`src/rtl/seg_scan_ctrl_if.sv`:
```
// CPU data-bus view of the seven-segment scan controller: address, write data,
// write strobe from the CPU and combinational read-back to it.
interface seg_scan_ctrl_if;
    logic [15:0] addressM;
    logic [15:0] outM;
    logic        writeM;
    logic [15:0] rdata;

    modport master (
        output addressM,
        output outM,
        output writeM,
        input  rdata
    );

    modport slave (
        input  addressM,
        input  outM,
        input  writeM,
        output rdata
    );
endinterface

```
`src/rtl/seg_scan_ctrl.sv`:
```
// Eight-digit seven-segment scan controller: three CPU-writable registers,
// slot-based digit multiplexing with leading blanking and hex encoding.
module seg_scan_ctrl #(
    parameter int unsigned SCAN_DIV     = 50000,
    parameter int unsigned BLANK_CYCLES = 1000,
    parameter logic [15:0] BASE_ADDR    = 16'h4000
) (
    input  logic                  clock,
    input  logic                  reset,
    seg_scan_ctrl_if.slave        bus,
    output logic [7:0]            sel,
    output logic [7:0]            data,
    output logic                  frame_tick
);

    localparam int unsigned CNT_W = (SCAN_DIV > 1) ? $clog2(SCAN_DIV) : 1;
    localparam logic [CNT_W-1:0] CNT_MAX = CNT_W'(SCAN_DIV - 1);
    localparam logic [CNT_W-1:0] BLANK_C = CNT_W'(BLANK_CYCLES);
    localparam logic [15:0] ADDR_R0 = BASE_ADDR;
    localparam logic [15:0] ADDR_R1 = BASE_ADDR + 16'd1;
    localparam logic [15:0] ADDR_R2 = BASE_ADDR + 16'd2;

    logic [15:0]      r0_q, r0_d, r1_q, r1_d, r2_q, r2_d;
    logic [CNT_W-1:0] cnt_q, cnt_d;
    logic [2:0]       idx_q, idx_d;
    logic [3:0]       snap_nib_q, snap_nib_d;
    logic             snap_en_q, snap_en_d;
    logic             snap_dp_q, snap_dp_d;
    logic [7:0]       sel_q, sel_d, data_q, data_d;
    logic             frame_tick_q, frame_tick_d;

    logic [31:0] digits;
    logic [7:0]  dp_mask;
    logic        cnt_wrap;
    logic        lit;

    function automatic logic [6:0] seg_of(input logic [3:0] nib);
        case (nib)
            4'h0: seg_of = 7'h3F;  4'h1: seg_of = 7'h06;
            4'h2: seg_of = 7'h5B;  4'h3: seg_of = 7'h4F;
            4'h4: seg_of = 7'h66;  4'h5: seg_of = 7'h6D;
            4'h6: seg_of = 7'h7D;  4'h7: seg_of = 7'h07;
            4'h8: seg_of = 7'h7F;  4'h9: seg_of = 7'h6F;
            4'hA: seg_of = 7'h77;  4'hB: seg_of = 7'h7C;
            4'hC: seg_of = 7'h39;  4'hD: seg_of = 7'h5E;
            4'hE: seg_of = 7'h79;  default: seg_of = 7'h71;
        endcase
    endfunction

    always_comb begin
        bus.rdata = 16'h0000;
        if (bus.addressM == ADDR_R0)      bus.rdata = r0_q;
        else if (bus.addressM == ADDR_R1) bus.rdata = r1_q;
        else if (bus.addressM == ADDR_R2) bus.rdata = r2_q;
    end

    always_comb begin
        r0_d = r0_q;
        r1_d = r1_q;
        r2_d = r2_q;
        if (bus.writeM) begin
            if (bus.addressM == ADDR_R0)      r0_d = bus.outM;
            else if (bus.addressM == ADDR_R1) r1_d = bus.outM;
            else if (bus.addressM == ADDR_R2) r2_d = bus.outM;
        end
    end

    // At cnt==0 the live register contents are used directly, so the first
    // cycle of a slot already agrees with the snapshot taken on that edge.
    always_comb begin
        digits   = {r1_q, r0_q};
        dp_mask  = r2_q[15:8];
        cnt_wrap = (cnt_q == CNT_MAX);
        cnt_d    = cnt_wrap ? '0 : cnt_q + CNT_W'(1);
        idx_d    = cnt_wrap ? idx_q + 3'd1 : idx_q;

        snap_nib_d = snap_nib_q;
        snap_en_d  = snap_en_q;
        snap_dp_d  = snap_dp_q;
        if (cnt_q == '0) begin
            snap_nib_d = digits[{idx_q, 2'b00} +: 4];
            snap_en_d  = r2_q[idx_q];
            snap_dp_d  = dp_mask[idx_q];
        end

        lit          = (cnt_q >= BLANK_C) && snap_en_d;
        sel_d        = lit ? ~(8'b1 << idx_q) : 8'hFF;
        data_d       = lit ? {~snap_dp_d, ~seg_of(snap_nib_d)} : 8'hFF;
        frame_tick_d = cnt_wrap && (idx_q == 3'd7);
    end

    always_ff @(posedge clock) begin
        if (reset) begin
            r0_q         <= 16'h0000;
            r1_q         <= 16'h0000;
            r2_q         <= 16'h000F;
            cnt_q        <= '0;
            idx_q        <= 3'd0;
            snap_nib_q   <= 4'h0;
            snap_en_q    <= 1'b0;
            snap_dp_q    <= 1'b0;
            sel_q        <= 8'hFF;
            data_q       <= 8'hFF;
            frame_tick_q <= 1'b0;
        end else begin
            r0_q         <= r0_d;
            r1_q         <= r1_d;
            r2_q         <= r2_d;
            cnt_q        <= cnt_d;
            idx_q        <= idx_d;
            snap_nib_q   <= snap_nib_d;
            snap_en_q    <= snap_en_d;
            snap_dp_q    <= snap_dp_d;
            sel_q        <= sel_d;
            data_q       <= data_d;
            frame_tick_q <= frame_tick_d;
        end
    end

    assign sel        = sel_q;
    assign data       = data_q;
    assign frame_tick = frame_tick_q;

endmodule

```
`src/flat_wrapper.sv`:
```
// flat-port wrapper written by rule: the top's interface ports become plain ports
module seg_scan_ctrl_flat 
#(
    parameter int unsigned SCAN_DIV     = 50000,
    parameter int unsigned BLANK_CYCLES = 1000,
    parameter logic [15:0] BASE_ADDR    = 16'h4000
)
  (clock, reset, sel, data, frame_tick, bus_addressM, bus_outM, bus_writeM, bus_rdata);
  seg_scan_ctrl_if bus_i ();
  input  logic clock;
  input  logic reset;
  output logic [7:0] sel;
  output logic [7:0] data;
  output logic frame_tick;
  input wire logic [$bits(bus_i.addressM)-1:0] bus_addressM;
  input wire logic [$bits(bus_i.outM)-1:0] bus_outM;
  input wire logic [$bits(bus_i.writeM)-1:0] bus_writeM;
  output wire logic [$bits(bus_i.rdata)-1:0] bus_rdata;
  assign bus_i.addressM = bus_addressM;
  assign bus_i.outM = bus_outM;
  assign bus_i.writeM = bus_writeM;
  assign bus_rdata = bus_i.rdata;
  seg_scan_ctrl #(.SCAN_DIV(SCAN_DIV), .BLANK_CYCLES(BLANK_CYCLES), .BASE_ADDR(BASE_ADDR)) u_core (.clock(clock), .reset(reset), .bus(bus_i), .sel(sel), .data(data), .frame_tick(frame_tick));
endmodule
```
`config.mk`:
```
export PLATFORM = sky130hd
export DESIGN_NAME = seg_scan_ctrl_flat
export DESIGN_NICKNAME = d
export VERILOG_FILES = /design/src/rtl/seg_scan_ctrl_if.sv /design/src/rtl/seg_scan_ctrl.sv /design/src/flat_wrapper.sv
export SDC_FILE = /design/constraint.sdc
export NUM_CORES = 1
export LEC_CHECK = 0
export CAP_MARGIN = 20
export CORE_MARGIN = 2
export CORE_UTILIZATION = 43
export DETAILED_ROUTE_END_ITERATION = 6
export GPL_ROUTABILITY_DRIVEN = 0
export PLACE_DENSITY = 0.72
export REMOVE_ABC_BUFFERS = 1
export SLEW_MARGIN = 0
export SYNTH_ARGS = -nofsm -noshare
export SYNTH_HDL_FRONTEND = slang
export SYNTH_SLANG_ARGS = --single-unit
```
`constraint.sdc`:
```
create_clock -name clock -period 3.4 [get_ports clock]
set_input_delay 0.34 -clock clock [delete_from_list [all_inputs] [get_ports clock]]
set_output_delay 0.34 -clock clock [all_outputs]
set_load 0.1 [all_outputs]
```
---- Word level (Yosys, flattened, before mapping) ----
Memory sizes are Yosys's and may differ from the RTL's.
Index checks and enable logic that the tools add are counted.
storage, ports and cells
  register bits after elaboration ......... 90
  bits in latches ......................... 0
  RAM bits ................................ 0
  memory bits (read-only) ................. 112
  bits of input ports ..................... 35
  output and inout bits ................... 33
  logic and storage cells ................. 48
  memories kept ........................... 1
operators by class
  add/subtract/negate cells ............... 2
  multipliers ............................. 0
  div/mod/pow operators ................... 0
  order comparisons ....................... 3
  eq/ne operators ......................... 5
  shift operators ......................... 2
  multiplexer cells ....................... 10
  bitwise gates (word level) .............. 6
  reductions and logical operators ........ 8
memory list
  memory           depth  width  read ports  clocked after memory_dff  write ports  line                 source
  (no name shown)  16     7      1           0                         0            seg_scan_ctrl.sv:38  case (nib)
operators by type and width
  cell                   number
  $eq 16x15->1 const B   3
  $mux 16                3
  $shiftx 32x6->4        1
  $add 16x1->16 const B  1
  $eq 16x16->1 const B   1
  $ge 16x10->1 const B   1
  $logic_not 16->1       1
  $not 8->8              1
  $shl 1x3->8 const A    1
  $not 7->7              1
  $bmux 1 s3             2
  $lt 3x5->1 const B     1
  $lt 3x4->1 const B     1
  $mux 1                 4
  $mux 4                 1
  $not 1->1              4
  $reduce_and 4->1       1
  $reduce_or 2->1        2
  $add 3x1->3 const B    1
  $eq 3x3->1 const B     1
  $reduce_and 3->1       1
  $logic_and 1x1->1      2
  $reduce_and 2->1       1

---- Logic depth before layout (Yosys ltp) ----
  depth in word-level cells ............... 6
  gate-level depth with buffers ........... 13
  gate-level depth less buffers ........... 12

---- Least setup slack after synthesis ----
No wires, ideal clock.
  path type ............................... input -> output
  start ................................... in bus_addressM[0]
  end ..................................... out bus_rdata[10]
  data arrival time ....................... 2.708 ns
  data required time ...................... 3.060 ns
  slack ................................... 0.352 ns
  stages .................................. 6
  path buffers ............................ 3
  path through ............................ clkbuf_1 > nor2b_1 > clkbuf_1 > clkbuf_1 > a21oi_1 > nor2_1
between the ends
  cells in the longest elaborated chain, start to end .. 4
  elaborated cells between the ends (all ways) .. 6
  classes of those cells .................. eq/ne: 3; mux: 3
RTL lines
  what                line                 source
  start: declaration  flat_wrapper.sv:15   input wire logic [$bits(bus_i.addressM)-1:0] bus_addressM;
  $eq 16x15->1        seg_scan_ctrl.sv:54  else if (bus.addressM == ADDR_R2) bus.rdata = r2_q;
  $mux 16             seg_scan_ctrl.sv:54
  $mux 16             seg_scan_ctrl.sv:53  else if (bus.addressM == ADDR_R1) bus.rdata = r1_q;
  $mux 16 *           seg_scan_ctrl.sv:52  if (bus.addressM == ADDR_R0) bus.rdata = r0_q;
  end: declaration    flat_wrapper.sv:18   output wire logic [$bits(bus_i.rdata)-1:0] bus_rdata;
Every way passes the cells marked *; elsewhere a longest branch is shown, timed or not.

---- Worst setup path after layout ----
  start ................................... reg u_core.cnt_q[4]
  end ..................................... reg u_core.data_q[5], in the netlist u_core.data[5]
between the ends
  cells in the longest elaborated chain, start to end .. 5
  elaborated cells between the ends (all ways) .. 9
  classes of those cells .................. order compare: 1; mux: 2; bitwise: 2; reduce/logical: 3; memory: 1
RTL lines
  what                                                  line                  source
  start: declaration                                    seg_scan_ctrl.sv:24   logic [CNT_W-1:0] cnt_q, cnt_d;
  start signal: assignment                              seg_scan_ctrl.sv:109  cnt_q <= cnt_d;
  branches (longest 5 deep; another with $mem_v2 16x7)  n/a
  end signal: assignment                                seg_scan_ctrl.sv:115  data_q <= data_d;
  end: declaration                                      seg_scan_ctrl.sv:29   logic [7:0] sel_q, sel_d, data_q, data_d;
Several ways; the timed one is not identified.
A chain may end at the register's enable or synchronous reset.

==> flow_summary.json <==
{
  "status": "completed",
  "ys.flop_type": "dfxtp_1",
  "die_area_sq_um": 11200,
  "core-area_sq_um": 10200,
  "worstSetupEndpointType": "flip-flop",
  "path_cells": "nor4_1 > and2b_1 > a21oi_1 > nor4_2 > inv_1 > a221o_1",
  "slowest_stage": "nor4_2",
  "clk_path_buf_depth": 2,
  "path_buf_inv": 1,
  "max-vdd-ir-drop_v": 0.000185,
  "tightest_slew_ns": 1.09,
  "antenna_found_initial": 0,
  "pin_count": 68,
  "synth_edf_count": 0,
  "final-setup-viol-count": 0,
  "critPathMaxFanout": 14,
  "final_area_sq_um": 5600,
  "post-cts-setup-buffers": 0,
  "clockRootBuffer": "clkbuf_8",
  "synth.most_common_cell": "nor2_1",
  "synth-async-reset-ratio_pct": 0,
  "start_util_pct": 43.6,
  "drc": 0,
  "p_leak_uw": 0.00213,
  "synth_common_cells": "nor2_1 (94), dfxtp_1 (90), nand2_1 (54), mux2i_1 (47), a21oi_1 (35)",
  "cts_hold_buf": 0,
  "numCtsBuffers": 9,
  "critPathArrivalTime_ns": 3.00,
  "pre_cts_ws_ns": 0.699,
  "synthTopCellsByArea": "dfxtp_1 (41%), mux2i_1 (11%), nor2_1 (7.9%)",
  "grt_pass1_wl_mm": 18.3,
  "startpoint_type": "flip-flop",
  "vias": 3790,
  "fp.dieW_um": 106,
  "ys_warn_count": 0,
  "first_iter_violations": 184,
  "ctsResizeCount": 0,
  "cp_slowest_stage_delay_ns": 0.90,
  "cts_sinks": 90,
  "ys_types": 59,
  "port_buffers": 67,
  "wirelength_mm": 11.0,
  "grt_overflow": 0,
  "grtUsageTotal_pct": 20.6,
  "syn_inst": 491,
  "drive_gt1_share_pct": 12.3,
  "placed_cells": 674,
  "r2r_setup_slack_ns": 0.65,
  "period_share_pct": 80.8,
  "first_global_vias": 3632,
  "powerDensity_nw_per_um2": 375,
  "h-tree-depth": 3,
  "grt_max_degree": 43,
  "syn_to_final_growth_pct": 25.9,
  "ys_seq_area_share_pct": 40.5,
  "cap_violations": 0,
  "synthDominantCellAreaShare_pct": 40.5,
  "hold_class": "in -> reg",
  "synth_seq_cells": 90,
  "num-nets-final": 595,
  "dp_hpwl_mm": 7.98,
  "antennaDiodeCount": 0,
  "final_cells": 690,
  "viasPerCell": 5.49,
  "clk_pin_slew_ns": 0.09,
  "place_area_sq_um": 5380,
  "path_class": "reg -> reg",
  "avgSynthCellArea_sq_um": 9.05,
  "timing.fmax_ghz": 0.364,
  "routedWlPerCell_um": 15.9,
  "ant_nets": 0,
  "finalMaxSlewViolations": 0,
  "skew_ns": 0.00856,
  "worstPathRequired_ns": 3.65,
  "dr.pass1.iters": 5,
  "rsz0062_at_grt": "false",
  "cts_tree": "done",
  "slew_headroom_pct": 26.6,
  "synth_area_leader_cell": "dfxtp_1",
  "setup_slack_ns": 0.653,
  "crit_family": "simple AND/OR/NAND/NOR gates",
  "num_rows": 37,
  "period_minus_slack_ns": 2.75,
  "fillers": 937,
  "die_h_um": 106,
  "syn-cell-area_sq_um": 4450,
  "clock_latency_ns": 0.36,
  "hold_viol": 0,
  "finalSetupTns_ns": 0
}
==> per-stage QoR <==
step / hold slack, ns / power (uW) / utilization, %
finish: 0.384 / 2100 / 54.9
global route: 0.399 / 2180 / 54.9
CTS: 0.387 / 2100 / 54.9
detailed placement: 0.472 / 1310 / 52.8
global placement: 0.439 / 1300 / 52.8
floorplan: 0.409 / 1210 / -
==> final timing paths <==
check	cells past startpoint	end	startpoint
setup reg to reg	6	u_core.data[5]$_SDFF_PP1_	u_core.cnt_q[4]$_SDFF_PP0_
hold reg to reg	1	u_core.cnt_q[0]$_SDFF_PP0_	u_core.cnt_q[0]$_SDFF_PP0_
setup / recovery	6	u_core.data[5]$_SDFF_PP1_	u_core.cnt_q[4]$_SDFF_PP0_
hold / removal	2	u_core.r0_q[6]$_SDFFE_PP0P_	reset
==> worst register-to-register path: stages (launching register included) <==
cell	delay (ns)
dfxtp_1	0.37
nor4_1	0.53
and2b_1	0.32
a21oi_1	0.14
nor4_2	0.90
inv_1	0.09
a221o_1	0.28
==> layout make-up <==
class / count / area [sq um] / share of cell area, %
Clock buffer: 11 / 141 / 2.53
Clock inverter: 5 / 77.6 / 1.39
Inverter: 12 / 58.8 / 1.05
Multi-Input combinational cell: 358 / 2440 / 43.6
Sequential cell: 90 / 1800 / 32.2
Tap cell: 136 / 170 / 3.04
Timing Repair Buffer: 78 / 908 / 16.2
==> routing by layer <==
metal | routed length (um) | track usage, % | share of wire, %
met3 | 481 | 3.65 | 4.4
met1 | 4870 | 27.1 | 44
met4 | 133 | 6.30 | 1.2
met5 | 0 | 0 | 0
met2 | 5490 | 34.4 | 50
==> power by group <==
part / leakage (uW) / switching, uW / total, uW / internal, uW
combinational: 0.00129 / 120 / 218 / 98.7
clock: 0.000109 / 378 / 810 / 432
sequential: 0.000727 / 5.28 / 1070 / 1060
total: 0.00213 / 503 / 2100 / 1590
==> logic make-up after synthesis <==
group / share of synthesized area [%]
AND/OR/NAND/NOR: 22.1
flip-flops: 40.5
AO/OA/AOI/OAI: 9.34
multiplexers: 17.3
buffers and inverters: 4.64
XOR/XNOR: 2.96
adder cells (fa/ha/maj): 3.10
==> cells in the final DEF, fill, tap and decap left out, types with 4 or more instances in the layout <==
cell and n:
nor2_1 94, dfxtp_1 90, nand2_1 54, clkdlybuf4s50_1 50
mux2i_1 47, a21oi_1 35, buf_12 16, nand3_1 12
ha_1 11, buf_4 11, inv_1 10, mux4_2 10
clkbuf_8 10, and3_1 8, xor2_1 8, xnor2_1 7
a211o_1 6, nor4_1 5, and2_1 4, o21ai_1 4
nor3_1 4, o221ai_1 4
==> sequential cells by signal, summed over array words and instances, names as in the netlist <==
signal             cells
u_core.r2_q           16
u_core.idx_q           3
u_core.r0_q           16
u_core.r1_q           16
u_core.snap_nib_q      4
u_core.cnt_q          16
u_core.snap_en_q       1
u_core.sel             8
u_core.data            8
u_core.frame_tick      1
u_core.snap_dp_q       1
No activity file was read; power rests on OpenSTA's default activity.
